--- config.mk ---
export PLATFORM = sky130hd
export DESIGN_NAME = seq_divider_8bit
export DESIGN_NICKNAME = d
export VERILOG_FILES = /design/src/rtl/seq_divider_8bit.sv
export SDC_FILE = /design/constraint.sdc
export NUM_CORES = 1
export LEC_CHECK = 0
export ABC_AREA = 1
export CORE_UTILIZATION = 25
export DETAILED_ROUTE_END_ITERATION = 10
export GPL_ROUTABILITY_DRIVEN = 0
export SETUP_SLACK_MARGIN = 0.5
export SYNTH_ARGS = -nofsm -noshare
export SYNTH_HDL_FRONTEND = slang
export SYNTH_SLANG_ARGS = --single-unit
--- constraint.sdc ---
create_clock -name clk -period 2.3 [get_ports clk]
set_input_delay 0.46 -clock clk [delete_from_list [all_inputs] [get_ports clk]]
set_output_delay 0.46 -clock clk [all_outputs]
set_load 0.01 [all_outputs]
--- src/rtl/seq_divider_8bit.sv ---
// Multi-cycle unsigned restoring divider. One quotient bit per clock, started and
// finished with a start/busy/done handshake. Operands are captured when start is accepted.
//
// state | meaning
// IDLE  | waiting for start; results from the previous division are held
// RUN   | shift-and-subtract, one quotient bit per clock, WIDTH steps in total
// DONE  | done pulse for one cycle, then back to IDLE
module seq_divider_8bit #(
   parameter int WIDTH = 8
) (
   input  logic             clk,
   input  logic             rst,
   input  logic             start,
   input  logic [WIDTH-1:0] dividend,
   input  logic [WIDTH-1:0] divisor,
   output logic             busy,
   output logic             done,
   output logic [WIDTH-1:0] quotient,
   output logic [WIDTH-1:0] remainder,
   output logic             div_by_zero
);

   localparam int CW = $clog2(WIDTH + 1);

   typedef enum logic [1:0] {
      IDLE = 2'd0,
      RUN  = 2'd1,
      DONE = 2'd2
   } state_t;

   state_t           state;
   logic [CW-1:0]    count;
   logic [WIDTH-1:0] p_rem;
   logic [WIDTH-1:0] q_acc;
   logic [WIDTH-1:0] divisor_q;

   logic [WIDTH:0]   p_shift;
   logic [WIDTH:0]   trial;
   logic [WIDTH-1:0] p_next;
   logic [WIDTH-1:0] q_next;

   // The partial remainder stays below the divisor, so its top bit is always zero
   // and only the low WIDTH bits need to be stored.
   always_comb begin
      p_shift = {p_rem, q_acc[WIDTH-1]};
      trial   = p_shift - {1'b0, divisor_q};
      p_next  = trial[WIDTH] ? p_shift[WIDTH-1:0] : trial[WIDTH-1:0];
      q_next  = {q_acc[WIDTH-2:0], ~trial[WIDTH]};
   end

   always_ff @(posedge clk) begin
      if (rst) begin
         state       <= IDLE;
         busy        <= 1'b0;
         done        <= 1'b0;
         quotient    <= '0;
         remainder   <= '0;
         div_by_zero <= 1'b0;
         count       <= '0;
         p_rem       <= '0;
         q_acc       <= '0;
         divisor_q   <= '0;
      end else begin
         case (state)
            IDLE: begin
               done <= 1'b0;
               if (start) begin
                  divisor_q <= divisor;
                  if (divisor != '0) begin
                     state       <= RUN;
                     busy        <= 1'b1;
                     count       <= '0;
                     p_rem       <= '0;
                     q_acc       <= dividend;
                     div_by_zero <= 1'b0;
                  end else begin
                     state       <= DONE;
                     done        <= 1'b1;
                     quotient    <= '1;
                     remainder   <= dividend;
                     div_by_zero <= 1'b1;
                  end
               end
            end
            RUN: begin
               p_rem <= p_next;
               q_acc <= q_next;
               count <= count + 1'b1;
               if (count == CW'(WIDTH - 1)) begin
                  state     <= DONE;
                  busy      <= 1'b0;
                  done      <= 1'b1;
                  quotient  <= q_next;
                  remainder <= p_next;
               end
            end
            DONE: begin
               state <= IDLE;
               done  <= 1'b0;
            end
            default: begin
               state <= IDLE;
               busy  <= 1'b0;
               done  <= 1'b0;
            end
         endcase
      end
   end

endmodule

Word level (Yosys, flattened, before mapping)
Cells that the tools add are included.
{"block": "word_totals", "out_inout_bits": 19, "n_memories": 0, "latchBits": 0, "regBits": 49, "mem_bits_rw": 0, "mem_bits_ro": 0, "input_bits": 19, "wordCells": 59}
{"block": "classes", "n_reduce_logical": 8, "add_sub_neg": 2, "n_div": 0, "muxes": 30, "order_cmp": 0, "bitwise_logic": 2, "shift": 0, "n_eq_ne": 7, "n_mul": 0}
{"operator": "8-bit 2-to-1 mux", "n": 11}
{"operator": "8-bit case mux with 2 select lines", "n": 4}
{"operator": "9-bit by 8-bit subtractor with 9-bit output", "n": 1}
{"operator": "4-bit 2-to-1 mux", "n": 2}
{"operator": "2-bit != test, second input constant", "n": 4}
{"operator": "4-bit case mux with 2 select lines", "n": 1}
{"operator": "4-bit AND reduction", "n": 2}
{"operator": "8-bit nonzero test", "n": 1}
{"operator": "1-bit 2-to-1 mux", "n": 6}
{"operator": "2-bit 2-to-1 mux", "n": 3}
{"operator": "4-bit by 1-bit adder with 4-bit output, second input constant", "n": 1}
{"operator": "4-bit by 3-bit equality test with 1-bit output, second input constant", "n": 1}
{"operator": "2-bit case mux with 2 select lines", "n": 1}
{"operator": "2-bit AND reduction", "n": 2}
{"operator": "1-bit case mux with 3 select lines", "n": 1}
{"operator": "3-bit AND reduction", "n": 1}
{"operator": "2-bit by 1-bit equality test with 1-bit output, second input constant", "n": 1}
{"operator": "2-bit equality test, second input constant", "n": 1}
{"operator": "2-bit logical NOT", "n": 1}
{"operator": "1-bit inverter", "n": 2}
{"operator": "1-bit case mux with 2 select lines", "n": 1}
{"operator": "2-bit nonzero test", "n": 1}

Logic depth before layout (Yosys ltp)
Gate-level depths: netlist (run 1).
{"block": "depth", "depth_word": 4, "depth_mapped": 14, "ltp_nobuf": 14}

Least setup slack after synthesis (run 1)
Ideal clock, no wire load.
{"block": "synth_timing", "path_type": "reg-to-reg", "from": "reg q_acc[7]", "to": "reg p_rem[7]", "required_time_ns": 2.191, "path_slack_ns": 0.494, "path_stages_with_launch": 15, "synth_period_minus_slack_ns": 1.806, "arrival_time_ns": 1.697, "path_cell_list": "dfxtp_1 > inv_1 > ha_1 > inv_1 > fa_1 > nand2_1 > nand2_1 > nand3_1 > nand2_1 > nand2_1 > nand2_1 > nand3_1 > nand3_1 > nand2_1 > inv_1"}
{"block": "synth_between", "elab_chain_cells": 3}
{"item": "start, declared", "line": "34", "source": "logic [WIDTH-1:0] q_acc;"}
{"item": "start signal, assigned", "line": "74", "source": "q_acc <= dividend;"}
{"item": "start signal, assigned", "line": "87", "source": "q_acc <= q_next;"}
{"item": "9-bit by 8-bit subtractor with 9-bit output", "line": "46", "source": "trial = p_shift - {1'b0, divisor_q};"}
{"item": "8-bit 2-to-1 mux", "line": "47", "source": "p_next = trial[WIDTH] ? p_shift[WIDTH-1:0] : trial[WIDTH-1:0];"}
{"item": "8-bit case mux with 2 select lines", "line": "64", "source": "case (state)"}
{"item": "end signal, assigned", "line": "86", "source": "p_rem <= p_next;"}
{"item": "end, declared", "line": "33", "source": "logic [WIDTH-1:0] p_rem;"}
Every way passes these cells.
A chain may end at the register's enable or synchronous reset.

Worst setup path in the final report (run 1)
{"block": "layout_timing", "from": "reg q_acc[7]", "to": "reg remainder[7]"}
{"block": "layout_between", "elab_chain_cells": 4}
{"item": "9-bit by 8-bit subtractor with 9-bit output", "line": "46"}
{"item": "8-bit 2-to-1 mux", "line": "47"}
{"item": "8-bit 2-to-1 mux", "line": "89", "source": "if (count == CW'(WIDTH - 1)) begin"}
{"item": "8-bit case mux with 2 select lines", "line": "64"}
{"item": "end signal, assigned", "line": "80", "source": "remainder <= dividend;"}
{"item": "end signal, assigned", "line": "94", "source": "remainder <= p_next;"}
{"item": "end, declared", "line": "19", "source": "output logic [WIDTH-1:0] remainder,"}
Every way passes these cells. The select of a mux whose other input is x is not followed.

==> results of run 1 <==
[cell usage after synthesis (all sizes together)]
| cell | count |
|---|---|
| clkinv | 1 |
| fa | 1 |
| nand2 | 93 |
| a31o | 1 |
| nand4 | 2 |
| nand3 | 43 |
| xnor2 | 1 |
| ha | 9 |
| dfxtp | 49 |
| inv | 66 |
| nor2 | 41 |
| xor2 | 2 |
| o22ai | 1 |
| nor3 | 1 |
| buf | 9 |
| a32oi | 1 |
| clkbuf | 4 |
| o21ai | 33 |
| or2 | 1 |
| a21oi | 29 |
| o2111ai | 1 |
[where the power goes]
part | internal (mW) | leakage (nW) | switching, mW | total, mW
sequential | 0.924 | 0.402 | 0.0533 | 0.978
combinational | 0.338 | 1.15 | 0.530 | 0.868
clock | 0.217 | 0.0456 | 0.300 | 0.517
total | 1.48 | 1.60 | 0.883 | 2.36
[flip-flops by register name, indices dropped and copies added, names as in the netlist]
register     cells
divisor_q        8
q_acc            8
busy             1
done             1
p_rem            8
div_by_zero      1
remainder        8
state            2
quotient         8
count            4
[final cells by class]
cell class | instances | area share
multi-input cells | 262 | 0.4501
inverters | 67 | 0.07479
repair buffers | 48 | 0.1282
clock inverters | 2 | 0.003862
clock buffers | 6 | 0.02037
flip-flops and latches | 49 | 0.2760
well taps | 133 | 0.04670
[cells by family after synthesis]
family                   Yosys count
buffers and inverters             80
flip-flops                        49
AO/OA/AOI/OAI                     66
AND/OR/NAND/NOR                  181
XOR/XNOR                           3
adder cells (fa/ha/maj)           10
[worst max-delay path, delay by kind of cell (launching register included)]
kind	cells	cell delay [ps]
buf+inv	3	150
fa+ha+maj	2	480
flops	1	350
simple gates	9	780
[how the worst max path moves through the flow]
stage                                           end  slack, ps  cells after the start                   from
after floorplan               p_rem[7]$_SDFFE_PP0P_        510                     14  q_acc[7]$_SDFFE_PP0P_
after global placement    remainder[4]$_SDFFE_PP0P_        150                     12             divisor[6]
after detailed placement   quotient[5]$_SDFFE_PP0P_         90                     10             divisor[4]
after CTS                     p_rem[0]$_SDFFE_PP0P_        490                     14  q_acc[7]$_SDFFE_PP0P_
after global routing      remainder[7]$_SDFFE_PP0P_        350                     14  q_acc[7]$_SDFFE_PP0P_
final                     remainder[7]$_SDFFE_PP0P_        460                     14  q_acc[7]$_SDFFE_PP0P_
[through the flow]
step           total power, mW  hold slack, ps    util  area, um2
2_1_floorplan            1.422           433.1       -       2594
3_5_place_dp             1.625           454.8  0.3133       3104
4_1_cts                  2.255           470.2  0.3402       3371
3_3_place_gp             1.615           450.8  0.3133       3104
5_1_grt                  2.506           491.7  0.3596       3563
6_report                 2.363           466.7  0.3596       3563
[routing by layer]
metal | wire length, um | up-vias | track usage
li1 | - | 1325 | -
met1 | 3054 | 1129 | 0.1534
met2 | 3384 | 58 | 0.2205
met3 | 284 | 8 | 0.02329
met4 | 100 | 0 | 0.04796
met5 | 0 | - | 0
[timing repair]
item | CTS | global route
setup buffers | 6 | 0
resized for setup | 34 | 30
hold buffers | 0 | 0
pin swaps | 10 | 7
cloned | 1 | 1
setup endpoints to repair | 25 | 27
endpoints found under the hold margin | 0 | 0
==> summary.txt, run 1 <==
status -> complete, no violations
global-route wire length before repair -> 11160 um
mux share of post-synthesis cell area -> 0
Leakage -> 1.603 nW
Fin Clk Skew -> 11.03 ps
Final Net Count -> 462
Req. time, crit path -> 2520 ps
most common cell after layout, fill and taps aside -> nand2_1
synthesis-stage register bit count -> 49
Reg area -> 983.4 um2
num rows -> 36
CTS Buffer Depth -> 2
IO buf count -> 37
CTS buffer count -> 5
leading area contributor after synthesis -> dfxtp_1
top cells by area, synth -> dfxtp_1, nand2_1, inv_1
CP Launch Type -> flop
Mapped Area -> 2591 um2
Reg clk slew, reported paths -> 100 ps
clk root buf -> clkbuf_8
xor/xnor share of the synthesized area -> 0.01014
Place WS -> 92.23 ps
largest net degree at the start of global routing -> 29
GRT overflow -> 0
hold wc startpoint -> q_acc[5]$_SDFFE_PP0P_
CP max stage cell -> dfxtp_2
crit path kind -> reg2reg
Die W -> 103.8 um
WP data arrival -> 2060 ps
RR Startpoint -> q_acc[7]$_SDFFE_PP0P_
Final Non-Filler Cells -> 567
Pre-antenna DRT Iters -> 4
DR DRC count -> 0
most frequent cells in the layout -> nand2_1, inv_1, dfxtp_1, clkdlybuf4s50_1, nor2_1
maximum capacitance violations -> 0
Ys Warns -> 0
H-tree Lvls -> 2
clk sinks -> 49
routed via count -> 2520
pwr dens -> 663.1 nW/um2
final WL -> 6824 um
core footprint -> 9910 um2
Fillers -> 1078
cell mode on critical path -> nand2_4
maximum vdd drop -> 0.2785 mV
sequential share of the synthesized area -> 0.3786
final hold viol count -> 0
largest family of logic cells by synthesized area -> simple AND/OR/NAND/NOR gates
Tmin final -> 1840 ps
Slew Viols, Final -> 0
critical path peak fanout -> 5
ANT cells -> 0
area delta synth->final -> 37.52%
number of global-route vias before repair -> 2420
Skew-Pair Late Insertion Delay -> 310 ps
Inst Count DP -> 551
worst r2r path cells -> 14
top cell type's share of synthesized area -> 0.3786
total routing usage reported by global routing -> 0.1265
Worst Hold Depth -> 2
average wire per standard cell -> 12.04 um
Post-Synthesis Net Count -> 418
Worst Max-Slew Pin Slew -> 407.0 ps
Syn Area/Cell -> 6.661 um2
fin worst setup slack -> 460.2 ps
Slew HR -> 0.7280
post-synthesis adder-cell area fraction -> 0.05118
dpl hpwl -> 4613 um
Routed Antenna Nets -> 0
io pins -> 38
Max Clk Rate -> 0.5435 GHz
area occupied by multi-input gates -> 1604 um2
Hold Path Sink -> q_acc[5]$_SDFFE_PP0P_
Tcrit/Tclk final -> 0.7999
die area -> 10780 um2
post-synthesis cell type count -> 32
share of layout cells above drive strength 1 -> 0.1820
Die H -> 103.8 um
CP endpoint kind -> flop
Initial Util -> 0.2615
Via density -> 4.444
initial antenna violation count -> 0
Worst Hold Class -> reg2reg
CP cell instances -> inv_2 > ha_4 > inv_4 > fa_2 > nand2_2 > nand2_4 > nand3_4 > nand2_4 > nand2_8 > nand2_4 > nand3_2 > nand3_1 > nand2_1 > inv_1
Final Setup Violations -> 0
FF-to-FF End -> remainder[7]$_SDFFE_PP0P_
Post-Synth Simple-Gate Area -> 0.3008
Initial DRC Count -> 126
TritonCTS clock tree -> done
R2R Setup Slk -> 460 ps
gate count after technology mapping -> 389
RSZ-0062 raised after global routing -> yes
final setup TNS -> 0 ps
Max stage delay on crit path -> 350 ps
Compound-Gate Fraction of Synth Area -> 0.1366
No activity file was read; power rests on OpenSTA's default activity.
==> run 2, diff against run 1 <==
clock period = 1.6 ns   (was 2.3 ns; I/O delays follow)
==> run 2 against run 1 <==
  * The run now ends with setup timing left
  * Hold slack got worse by 190 ps
  * Die area unchanged
  * Combinational power increased by 96%
  * Clock skew about the same
  * Count of clock-buffer cells in the layout decreased by 1
  * Sequential cell count unchanged
  * First-iteration DRC count increased by 24%
  * Clock power increased by 48%
  * Sequential share of layout area decreased by 4.7 points
  * Utilization increased by 9.1 points
  * Critical endpoint is now remainder[1]$_SDFFE_PP0P_
==> summary.txt, run 2 (synthesis gave the netlist of run 1 again) <==
largest net degree at the start of global routing -> 29
final hold viol count -> 0
DR DRC count -> 0
routed via count -> 2856
critical path peak fanout -> 8
clk sinks -> 49
Worst Hold Class -> in2reg
CP endpoint kind -> flop
total routing usage reported by global routing -> 0.1405
number of global-route vias before repair -> 2750
RSZ-0062 raised after global routing -> yes
ANT cells -> 0
global-route wire length before repair -> 12390 um
Final Setup Violations -> 18
CTS buffer count -> 5
Final Net Count -> 521
Routed Antenna Nets -> 0
Slew Viols, Final -> 0
Worst Max-Slew Pin Slew -> 446.6 ps
Inst Count DP -> 585
average wire per standard cell -> 12.69 um
Placed Area -> 3505 um2
CP Launch Type -> flop
H-tree Lvls -> 2
status -> complete, but fails checks
IO buf count -> 37
GRT overflow -> 0
Via density -> 4.562
CTS Buffer Depth -> 2
Pre-antenna DRT Iters -> 4
Req. time, crit path -> 1810 ps
crit path kind -> reg2reg
Die W -> 103.8 um
Initial Util -> 0.2615
Tmin final -> 1832 ps
io pins -> 38
dpl hpwl -> 5061 um
cell area after layout -> 4462 um2
clk root buf -> clkbuf_8
Tcrit/Tclk final -> 1.145
TritonCTS clock tree -> done
share of layout cells above drive strength 1 -> 0.5051
Initial DRC Count -> 156
Die H -> 103.8 um
initial antenna violation count -> 0
Fillers -> 982
Reg clk slew, reported paths -> 100 ps
Final Non-Filler Cells -> 626
final WL -> 7946 um
pwr dens -> 869.9 nW/um2
Leakage -> 2.076 nW
WP data arrival -> 2050 ps
num rows -> 36
maximum vdd drop -> 0.3915 mV
core footprint -> 9910 um2
maximum capacitance violations -> 0
failing checks -> setup timing
area occupied by multi-input gates -> 1943 um2
fin worst setup slack -> -231.8 ps
Place WS -> -371.9 ps
Skew-Pair Late Insertion Delay -> 310 ps
Reg area -> 1022 um2
area delta synth->final -> 72.19%
Slew HR -> 0.7023
most common cell after layout, fill and taps aside -> nand2_1
most frequent cells in the layout -> nand2_1, inv_1, buf_4, nor2_1, buf_6
Fin Clk Skew -> 10.58 ps
Max Clk Rate -> 0.5459 GHz
die area -> 10780 um2
run 2: timing repair:
action	CTS	global route
resized for setup	220	82
setup endpoints to repair	68	67
pin swaps	30	24
buffers inserted	17	11
gates cloned	4	1
hold buffers	0	0
run 2: power breakdown:
group	internal (mW)	total [mW]	switching, mW	leakage, nW
clock network	0.311	0.764	0.453	0.0445
logic	0.737	1.70	0.963	1.62
registers	1.34	1.42	0.0819	0.413
run 2: metrics by stage:
stage          hold WS, ps    util  TNS [ps]  power [mW]
5_1_grt              308.8  0.4503     -5299       4.109
6_report             277.9  0.4503     -3447       3.881
4_1_cts              295.6  0.4122     -2858       3.643
3_3_place_gp         454.3  0.3537     -8706       2.547
2_1_floorplan        433.3       -     -1113       2.146
3_5_place_dp         456.5  0.3537    -11120       2.573
run 2: final timing paths:
| path | to | startpoint | cells past startpoint | slack, ps |
|---|---|---|---|---|
| worst max-delay path | remainder[1]$_SDFFE_PP0P_ | q_acc[7]$_SDFFE_PP0P_ | 14 | -230 |
| worst min register to register | busy$_SDFFE_PP0P_ | busy$_SDFFE_PP0P_ | 2 | 470 |
| worst max register to register | remainder[1]$_SDFFE_PP0P_ | q_acc[7]$_SDFFE_PP0P_ | 14 | -230 |
| worst min-delay path | divisor_q[7]$_SDFFE_PP0P_ | divisor[7] | 3 | 280 |
run 2: routing by layer:
metal,up-vias,global-route usage,share of wire,wire (um)
met5,-,0,0,0
met3,12,0.02014,0.029,227
li1,1447,-,-,-
met2,41,0.2643,0.54,4271
met4,0,0.04592,0.013,104
met1,1356,0.1612,0.42,3343
run 2: layout make-up:
cell class	count	share of cell area
well taps	133	0.03730
repair buffers	105	0.2145
clock inverters	3	0.004767
clock buffers	5	0.01542
repair inverters	1	0.002524
flip-flops and latches	49	0.2291
inverters	67	0.06085
multi-input cells	263	0.4355
run 2: critical path: stages, from the launching register on:
cell and delay, ps:
dfxtp_2 340, inv_2 70, ha_4 120, inv_2 30, fa_2 340, nand2_2 90, nand2_4 60, nand3_4 100
nand2_4 90, nand2_4 90, nand2_8 90, nand3_4 80, nand3_2 100, nand2_1 80, inv_1 40
==> run 3, diff against run 2 <==
clock period = 1.68 ns   (was 1.6 ns; I/O delays follow)
==> run 3 against run 2 <==
  * The flow still finishes with violations (setup timing)
  * Count of clock-buffer cells in the layout unchanged
  * Die area unchanged
  * Maximum frequency increased by 2.1%
==> summary.txt, run 3 (synthesis gave the netlist of run 1 again) <==
Die W -> 103.8 um
fin worst setup slack -> -113.7 ps
Routed Antenna Nets -> 0
R2R Setup Slk -> -110 ps
Slew Viols, Final -> 0
maximum vdd drop -> 0.4018 mV
CP endpoint kind -> flop
Leakage -> 2.017 nW
number of global-route vias before repair -> 2742
Final Setup Violations -> 17
Worst Hold Class -> in2reg
RSZ-0062 raised after global routing -> yes
Fillers -> 1000
TritonCTS clock tree -> done
failing checks -> setup timing
RR Startpoint -> q_acc[7]$_SDFFE_PP0P_
Req. time, crit path -> 1900 ps
most frequent cells in the layout -> nand2_1, inv_1, buf_4, nor2_1
Pre-antenna DRT Iters -> 4
IO buf count -> 37
GRT overflow -> 0
CTS buffer count -> 5
H-tree Lvls -> 2
share of layout cells above drive strength 1 -> 0.4672
Final Net Count -> 516
CP Launch Type -> flop
ANT cells -> 0
core footprint -> 9910 um2
Hold Path Sink -> divisor_q[2]$_SDFFE_PP0P_
average wire per standard cell -> 12.59 um
crit path buf inv count -> 3
final hold viol count -> 0
largest net degree at the start of global routing -> 29
Max stage delay on crit path -> 340 ps
Initial DRC Count -> 107
die area -> 10780 um2
Die H -> 103.8 um
hold wc startpoint -> divisor[2]
clk sinks -> 49
CP cell instances -> inv_2 > ha_4 > inv_2 > fa_2 > nand2_2 > nand2_2 > nand3_4 > nand2_4 > nand2_4 > nand2_4 > nand3_2 > nand3_1 > nand2_1 > inv_1
WP depth -> 14
status -> complete, but fails checks
FF-to-FF End -> p_rem[6]$_SDFFE_PP0P_
area occupied by multi-input gates -> 1862 um2
crit path kind -> reg2reg
Initial Util -> 0.2615
pwr dens -> 831.3 nW/um2
Reg area -> 1022 um2
Max Clk Rate -> 0.5575 GHz
Reg clk slew, reported paths -> 100 ps
Fin Clk Skew -> 11.87 ps
Hold WS -> 332.7 ps
maximum capacitance violations -> 0
WP data arrival -> 2010 ps
Slew HR -> 0.8082
io pins -> 38
num rows -> 36
routed via count -> 2819
Worst Hold Depth -> 3
most common cell after layout, fill and taps aside -> nand2_1
CTS Buffer Depth -> 2
CP max stage cell -> fa_2
Worst Max-Slew Pin Slew -> 287.8 ps
initial antenna violation count -> 0
final WL -> 7820 um
Skew-Pair Late Insertion Delay -> 310 ps
Place WS -> -253.6 ps
dpl hpwl -> 4798 um
Via density -> 4.539
cell mode on critical path -> nand2_4
worst r2r path cells -> 14
total routing usage reported by global routing -> 0.1469
DR DRC count -> 0
area delta synth->final -> 62.58%
final setup TNS -> -1294 ps
Tmin final -> 1794 ps
clk root buf -> clkbuf_8
Largest delay share family, worst path -> simple AND/OR/NAND/NOR gates
global-route wire length before repair -> 12790 um
critical path peak fanout -> 5
Tcrit/Tclk final -> 1.068
run 3: cell count changes in the layout (fill, tap and decap cells not counted), sizes merged:
cell | before | now
clkbuf | 5 | 10
clkdlybuf4s15 | 1 | 3
nand3 | 44 | 47
nand2 | 95 | 94
buf | 95 | 80
dlygate4sd2 | 0 | 1
run 3: area by class of cell:
type	count	area share
clock buffers	5	0.01634
well taps	133	0.03950
multi-input cells	265	0.4419
repair inverters	1	0.002673
clock inverters	3	0.005049
flip-flops and latches	49	0.2426
inverters	67	0.06386
repair buffers	98	0.1880
run 3: timing repair:
| item | 4_1_cts | 5_1_grt |
|---|---|---|
| pin swaps | 29 | 31 |
| cloned | 6 | 0 |
| setup buffers | 22 | 5 |
| resized for setup | 182 | 65 |
| hold buffers | 0 | 0 |
| setup endpoints to repair | 62 | 41 |
run 3: worst reg2reg max path: stages, from the launching register on:
cell,delay (ps)
dfxtp_2,330
inv_2,70
ha_4,120
inv_2,30
fa_2,340
nand2_2,70
nand2_2,70
nand3_4,100
nand2_4,80
nand2_4,100
nand2_4,100
nand3_2,100
nand3_1,90
nand2_1,60
inv_1,30
run 3: metrics by stage:
step           area [um2]  cells    util  power [mW]
2_1_floorplan        2728    389       -       2.037
3_3_place_gp         3450    580  0.3481       2.393
3_5_place_dp         3450    580  0.3481       2.409
4_1_cts              3996    616  0.4033       3.376
5_1_grt              4213    621  0.4251       3.719
6_report             4213    621  0.4251       3.502
run 3: routing by layer:
layer | part of all wire | vias to the layer above | track usage
li1 | - | 1440 | -
met1 | 0.41 | 1300 | 0.1719
met2 | 0.51 | 61 | 0.2581
met3 | 0.050 | 18 | 0.03335
met4 | 0.023 | 0 | 0.05816
met5 | 0 | - | 0
run 3: report_power, final:
| group | switching, mW | internal (mW) |
|---|---|---|
| combinational | 0.829 | 0.599 |
| sequential | 0.0715 | 1.27 |
| clock | 0.435 | 0.297 |
| total | 1.33 | 2.17 |
run 3: how the worst max path moves through the flow:
stage	from	end	slack, ps
6_report	q_acc[7]$_SDFFE_PP0P_	p_rem[6]$_SDFFE_PP0P_	-110
4_1_cts	q_acc[7]$_SDFFE_PP0P_	p_rem[0]$_SDFFE_PP0P_	-70
3_5_place_dp	divisor[0]	remainder[2]$_SDFFE_PP0P_	-250
3_3_place_gp	divisor[7]	q_acc[7]$_SDFFE_PP0P_	-210
2_1_floorplan	q_acc[7]$_SDFFE_PP0P_	p_rem[2]$_SDFFE_PP0P_	0.9
5_1_grt	q_acc[7]$_SDFFE_PP0P_	p_rem[6]$_SDFFE_PP0P_	-210
